$ cat config.mk
export PLATFORM = sky130hd
export DESIGN_NAME = seg7_scan_controller
export DESIGN_NICKNAME = d
export VERILOG_FILES = /design/src/rtl/seg7_scan_controller.sv
export SDC_FILE = /design/constraint.sdc
export NUM_CORES = 1
export LEC_CHECK = 0
export ABC_AREA = 1
export BUFFER_PORTS_ARGS = -buffer_cell sky130_fd_sc_hd__buf_2
export CELL_PAD_IN_SITES_DETAIL_PLACEMENT = 0
export CELL_PAD_IN_SITES_GLOBAL_PLACEMENT = 1
export CORE_MARGIN = 5
export CORE_UTILIZATION = 46
export DETAILED_ROUTE_END_ITERATION = 10
export PLACE_DENSITY = 0.94
export SYNTH_ARGS = -nofsm -noshare
export SYNTH_HDL_FRONTEND = slang
export SYNTH_SLANG_ARGS = --single-unit
$ cat constraint.sdc
create_clock -name CLK -period 4 [get_ports CLK]
set_input_delay 0.4 -clock CLK [delete_from_list [all_inputs] [get_ports CLK]]
set_output_delay 0.4 -clock CLK [all_outputs]
set_load 0.02 [all_outputs]
$ cat src/rtl/seg7_scan_controller.sv
// Four-digit seven-segment scan controller with frame-synchronous double-buffered loads.
// Optional leading-zero blanking output is enabled by defining SEG7_LEADING_ZERO_BLANK_EN.
module seg7_scan_controller #(
  parameter int CLK_DIV   = 100000,
  parameter int CNT_WIDTH = 17
) (
  input  logic        CLK,
  input  logic        RESET,
  input  logic        ENABLE,
  input  logic        LOAD,
  input  logic [15:0] DIGITS_IN,
  input  logic [3:0]  DOTS_IN,
  output logic [1:0]  SEG_SELECT_OUT,
  output logic [3:0]  BIN_OUT,
  output logic        DOT_OUT,
  output logic        LOAD_ACK,
`ifdef SEG7_LEADING_ZERO_BLANK_EN
  output logic        FRAME_TICK,
  output logic        BLANK_OUT
`else
  output logic        FRAME_TICK
`endif
);

  typedef enum logic {
    ST_IDLE    = 1'b0,
    ST_PENDING = 1'b1
  } state_t;

  localparam logic [CNT_WIDTH-1:0] PRESC_LAST = CNT_WIDTH'(CLK_DIV - 1);

  logic [CNT_WIDTH-1:0] r_presc;
  logic [1:0]           r_idx;
  logic [15:0]          r_active;
  logic [3:0]           r_active_dots;
  logic [15:0]          r_shadow;
  logic [3:0]           r_shadow_dots;
  logic                 r_ack;
  logic                 r_frame;
  state_t               r_state;

  logic   w_presc_last;
  logic   w_tick;
  logic   w_wrap;
  state_t w_state_next;
  logic   w_shadow_we;
  logic   w_active_we;
  logic   w_active_from_in;
  logic   w_ack_next;

  assign w_presc_last = (r_presc == PRESC_LAST);
  assign w_tick       = ENABLE & w_presc_last;
  assign w_wrap       = w_tick & (r_idx == 2'd3);

  always_ff @(posedge CLK or posedge RESET) begin
    if (RESET) begin
      r_presc <= '0;
      r_idx   <= 2'd0;
      r_frame <= 1'b0;
    end else begin
      if (ENABLE) begin
        r_presc <= w_presc_last ? '0 : r_presc + 1'b1;
      end
      if (w_tick) begin
        r_idx <= r_idx + 2'd1;
      end
      r_frame <= w_wrap;
    end
  end

  always_ff @(posedge CLK or posedge RESET) begin
    if (RESET) begin
      r_state <= ST_IDLE;
    end else begin
      r_state <= w_state_next;
    end
  end

  // A frozen display cannot tear, so a pending value transfers immediately while disabled.
  always_comb begin
    w_state_next     = r_state;
    w_shadow_we      = 1'b0;
    w_active_we      = 1'b0;
    w_active_from_in = 1'b0;
    w_ack_next       = 1'b0;
    case (r_state)
      ST_IDLE: begin
        if (LOAD) begin
          if (w_wrap) begin
            w_active_we      = 1'b1;
            w_active_from_in = 1'b1;
            w_ack_next       = 1'b1;
          end else begin
            w_shadow_we  = 1'b1;
            w_state_next = ST_PENDING;
          end
        end
      end
      ST_PENDING: begin
        if (!ENABLE || w_wrap) begin
          w_active_we      = 1'b1;
          w_active_from_in = LOAD;
          w_ack_next       = 1'b1;
          w_state_next     = ST_IDLE;
        end else if (LOAD) begin
          w_shadow_we = 1'b1;
        end
      end
      default: begin
        w_state_next = ST_IDLE;
      end
    endcase
  end

  always_ff @(posedge CLK or posedge RESET) begin
    if (RESET) begin
      r_shadow      <= 16'h0000;
      r_shadow_dots <= 4'h0;
      r_active      <= 16'h0000;
      r_active_dots <= 4'h0;
      r_ack         <= 1'b0;
    end else begin
      if (w_shadow_we) begin
        r_shadow      <= DIGITS_IN;
        r_shadow_dots <= DOTS_IN;
      end
      if (w_active_we) begin
        r_active      <= w_active_from_in ? DIGITS_IN : r_shadow;
        r_active_dots <= w_active_from_in ? DOTS_IN : r_shadow_dots;
      end
      r_ack <= w_ack_next;
    end
  end

  assign SEG_SELECT_OUT = r_idx;
  assign BIN_OUT        = r_active[{r_idx, 2'b00} +: 4];
  assign DOT_OUT        = r_active_dots[r_idx];
  assign LOAD_ACK       = r_ack;
  assign FRAME_TICK     = r_frame;

`ifdef SEG7_LEADING_ZERO_BLANK_EN
  logic [3:0] w_digit_zero;
  logic [3:0] w_lead_zero;

  genvar gi;
  generate
    for (gi = 0; gi < 4; gi++) begin : g_zero
      assign w_digit_zero[gi] = (r_active[4*gi +: 4] == 4'h0) & ~r_active_dots[gi];
    end
    // A digit is a leading zero only if it and every more significant digit are empty.
    for (gi = 0; gi < 3; gi++) begin : g_lead
      assign w_lead_zero[gi] = w_digit_zero[gi] & w_lead_zero[gi+1];
    end
  endgenerate
  assign w_lead_zero[3] = w_digit_zero[3];

  assign BLANK_OUT = (r_idx != 2'd0) & w_lead_zero[r_idx];
`endif

endmodule

# == Word-level counts from Yosys, hierarchy flattened ==
# Index checks and enable logic that the tools add are counted.
# totals
ff_bits,62
inputBits,24
output_inout_bits,9
word_cells,38
# classes
addsub,2
order_cmp,1
eq_ne,2
n_shift,1
n_mux,18
n_bitwise,3
reduce_logical,2
# op_table
operator,n
$add A17 B1 Y17 const B,1
$eq A17 B17 Y1 const B,1
$mux W17,1
$mux W16,1
$shiftx A16 B5 Y4,1
$mux W1,10
$pmux W1 S2,4
$mux W4,1
$lt A2 B3 Y1 const B,1
$add A2 B1 Y2 const B,1
$and A1 B1 Y1,2
$bmux W1 S2,1
$eq A2 B2 Y1 const B,1
$logic_not A1 Y1,1
$logic_or A1 B1 Y1,1
$not A1 Y1,1

# == Logic depth before layout (Yosys ltp) ==
# depth
ltp_word,7
mapped_depth,12

# == Worst setup path before layout ==
# Ideal clock, no wire load.
# synth_path
path_kind,reg-to-output
startpoint,register r_idx[0] (netlist: SEG_SELECT_OUT[0])
endpoint,output BIN_OUT[0]
arrival_time_ns,1.288
t_required_ns,3.600
slack_ns,2.312
path_stages_with_launch,4
n_path_buf,1
path_cell_list,dfrtp_1 -> clkbuf_1 -> o21ai_0 -> o22ai_1
# synth_via
elab_chain_len,1
# synth_lines
item,line,source
from (decl),33,logic [1:0] r_idx;
from (signal assigned),65,r_idx <= r_idx + 2'd1;
$shiftx A16 B5 Y4,136,"assign BIN_OUT = r_active[{r_idx, 2'b00} +: 4];"
to (decl),14,"output logic [3:0] BIN_OUT,"
# No other way between the ends.

# == Worst setup path after layout ==
# layout_path
startpoint,register r_idx[0] (netlist: SEG_SELECT_OUT[0])
endpoint,output BIN_OUT[2]
# The elaborated chain is that of the path after synthesis.

==> flow_summary.yaml <==
floorplan:
  die_x_um: 92.38
  start_util_pct: 46.72
  std_cell_rows: 30
  core_area_um2: 6681
  die_height_um: 92.38
  io_pins: 33
  die_area_um2: 8534
critical_path:
  path_depth: 4
  critPathCapture: "BIN_OUT[2]"
  critical_path.startpoint_type: "register"
  critPathLaunch: "SEG_SELECT_OUT[0]"
  cp_num_buf_inv: 2
  crit_family: "flip-flops"
  path_class: "reg -> out"
  cp-end-kind: "primary output"
  required_ps: 3600
  max_stage_delay_ps: 640
  rr_worst_depth: 6
  reg2reg_from: "SEG_SELECT_OUT[0]"
  path_cells: "clkinv_1 -> o21ai_0 -> o22ai_1 -> buf_2"
  critPathSlowestCell: "dfrtp_1"
  r2r_slack_ps: 1860
  cp.arrival_ps: 1840
  cp_max_fo: 14
  r2r_end: "r_shadow[9]"
sta:
  fin_crit_sh_pct: 56.06
  fmax_mhz: 445.9
  rsz0062_at_grt: "no"
  hold_ws_ps: 223.4
  fin_crit_ps: 2242
  drv_slew: 0
  tns_ps: 0
  max_slew_margin_pct: 46.14
  hold_viol: 0
  skew_ps: 5.236
  setup_viol: 0
  worst_pin_slew_ps: 806.7
placement:
  hpwlAfterDp_um: 4553
  placedInstanceArea_um2: 3316
  gp_congestion: 0.8500
  port_buffers: 32
clock_network:
  cts_setup_buffers: 0
  cts_resized: 0
  cts_tree: "built"
  cts_max_level: 3
  cts_buffers: 9
  hold_buffers: 0
  insertion_delay_ps: 330
  cts.reportedPaths.clkPinSlew_ps: 60
  clockBufferDepth: 2
  cts_sinks: 62
  root_buffer: "clkbuf_8"
synth:
  synth.net_count: 444
  synth_seq_cells: 62
  syn-cell-area_um2: 3122
  synthCells: 418
  synth_area_per_cell_um2: 7.468
  yosysWarningCount: 0
  yosysUniqueCellTypes: 31
  seq_area_frac_synth_pct: 49.70
global_routing:
  gr-total-overflow: 0
  grt_max_degree: 42
  grt_usage_pct: 16.74
  grt_pass1_wl_um: 11510
  antenna_found_initial: 0
  grt_pass1_vias: 2519
worst_hold_path:
  hold_path_class: "in -> async"
routing:
  drt_iter0_drc: 140
  dr.pass1.iters: 4
  detail-route-antenna-nets: 0
  routed_wl_um: 6500
  drc: 0
  via_count: 2585
  routed_via_density: 4.841
  wl_per_cell_um: 12.17
power:
  power_leakage_nw: 1.916
  power_density_nw_per_um2: 465.2
  ir_worst_vdd_uv: 250.6
status:
  status: "finished clean"
cells_and_area:
  layout-drive-gt1-share_pct: 13.44
  nets: 475
  final_cell_area_um2: 3482
  fill_cells: 673
  antennaDiodeCount: 0
  syn2layout_area_growth_pct: 11.54
job:
  cap_viol_max_count: 0
[synthesized netlist by cell type]
cell | number | area [um^2]
nand4_1 | 4 | 25.02
nand2_4 | 2 | 22.52
o21ai_0 | 32 | 160.2
clkbuf_2 | 2 | 10.01
buf_6 | 2 | 22.52
nor2_1 | 67 | 251.5
o21ai_1 | 1 | 5.000
dfrtp_1 | 62 | 1551
or2_2 | 3 | 18.77
xor2_1 | 6 | 52.55
and2_1 | 1 | 6.260
and3_1 | 1 | 6.260
nand3_1 | 12 | 60.06
buf_2 | 6 | 30.03
ha_1 | 2 | 25.02
o22ai_1 | 5 | 31.28
nand3b_1 | 2 | 15.01
clkinv_1 | 1 | 3.750
inv_2 | 1 | 3.750
nor3_1 | 9 | 45.04
a21oi_1 | 3 | 15.01
buf_4 | 1 | 7.510
o221a_2 | 1 | 11.26
inv_1 | 45 | 168.9
clkbuf_1 | 3 | 11.26
nand2_1 | 137 | 514.2
nand2_2 | 1 | 6.260
nor2_2 | 2 | 12.51
a31oi_1 | 1 | 6.260
nor4_1 | 2 | 12.51
nand3_2 | 1 | 10.01
[flip-flops by register name, summed over array words and instances, names as in the netlist]
name            cells
r_presc            17
r_active           16
r_shadow           16
r_active_dots       4
r_shadow_dots       4
SEG_SELECT_OUT      2
FRAME_TICK          1
LOAD_ACK            1
r_state             1
[worst register-to-register path, cell delays in order, from the launching register on]
cell and delay, ps:
dfrtp_1 560, ha_1 300, nand3_2 100, nand2_4 80
nor2_2 500, buf_4 350, o21ai_0 130
[worst min-delay path by stage]
| stage | to | startpoint | slack, ps |
|---|---|---|---|
| floorplan | r_active[10] | r_active[10] | 440 |
| global placement | r_active[5] | r_active[5] | 460 |
| detailed placement | r_active[5] | r_active[5] | 460 |
| CTS | r_presc[15] | RESET | 240 |
| global route | r_shadow[2] | DIGITS_IN[2] | 270 |
| finish | r_presc[15] | RESET | 220 |
[per-layer routing]
metal	vias to the layer above	track usage (%)	part of all wire, %
met5	-	0	0
met1	1173	21.42	46
li1	1360	-	-
met3	6	5.686	4.1
met2	46	26.59	49
met4	0	5.569	0.94
[cell usage in the layout (no fill, tap or decap), types with 2 or more instances in the layout]
cell	Yosys	layout
o21ai_0	32	32
buf_2	6	32
clkbuf_8	0	10
nand4_1	4	4
or2_2	3	3
inv_2	1	2
xor2_1	6	6
nand2_1	137	137
buf_4	1	2
nand3b_1	2	2
dfrtp_1	62	62
inv_1	45	44
nor4_1	2	2
a21oi_1	3	3
nand2_4	2	2
nor2_2	2	2
nor3_1	9	9
ha_1	2	2
nand3_1	12	12
nor2_1	67	67
clkinv_2	0	5
o22ai_1	5	5
[cell families after synthesis]
logic type,synth area share [%]
simple gates,32.22
flops,49.70
buf+inv,8.256
compound gates,7.334
xor+xnor,1.683
fa+ha+maj,0.8015
[final cells by class]
| type | count | area, um^2 | share of cell area (%) |
|---|---|---|---|
| tap | 80 | 100.1 | 2.875 |
| inverter | 47 | 176.4 | 5.066 |
| sequential | 62 | 1551 | 44.56 |
| clock inverter | 5 | 25.02 | 0.7186 |
| multi-input combinational | 295 | 1313 | 37.69 |
| timing repair buffer | 34 | 175.2 | 5.031 |
| clock buffer | 11 | 141.4 | 4.060 |
[report_power, final]
part / leakage, nW / total, mW / switching [mW] / internal [mW]
Combinational: 1.07 / 0.325 / 0.203 / 0.122
Clock: 0.0926 / 0.467 / 0.230 / 0.236
Sequential: 0.757 / 0.828 / 0.0785 / 0.749
Total: 1.92 / 1.62 / 0.512 / 1.11
[stage by stage]
step / utilization [%] / setup slack, ps / cells / total power [mW]
floorplan: - / 2059 / 418 / 1.074
global route: 52.12 / 1498 / 534 / 1.735
CTS: 52.12 / 1715 / 534 / 1.643
detailed placement: 49.63 / 1851 / 518 / 1.166
finish: 52.12 / 1758 / 534 / 1.620
global placement: 49.63 / 1923 / 518 / 1.159
No activity file was read; power rests on OpenSTA's default activity.
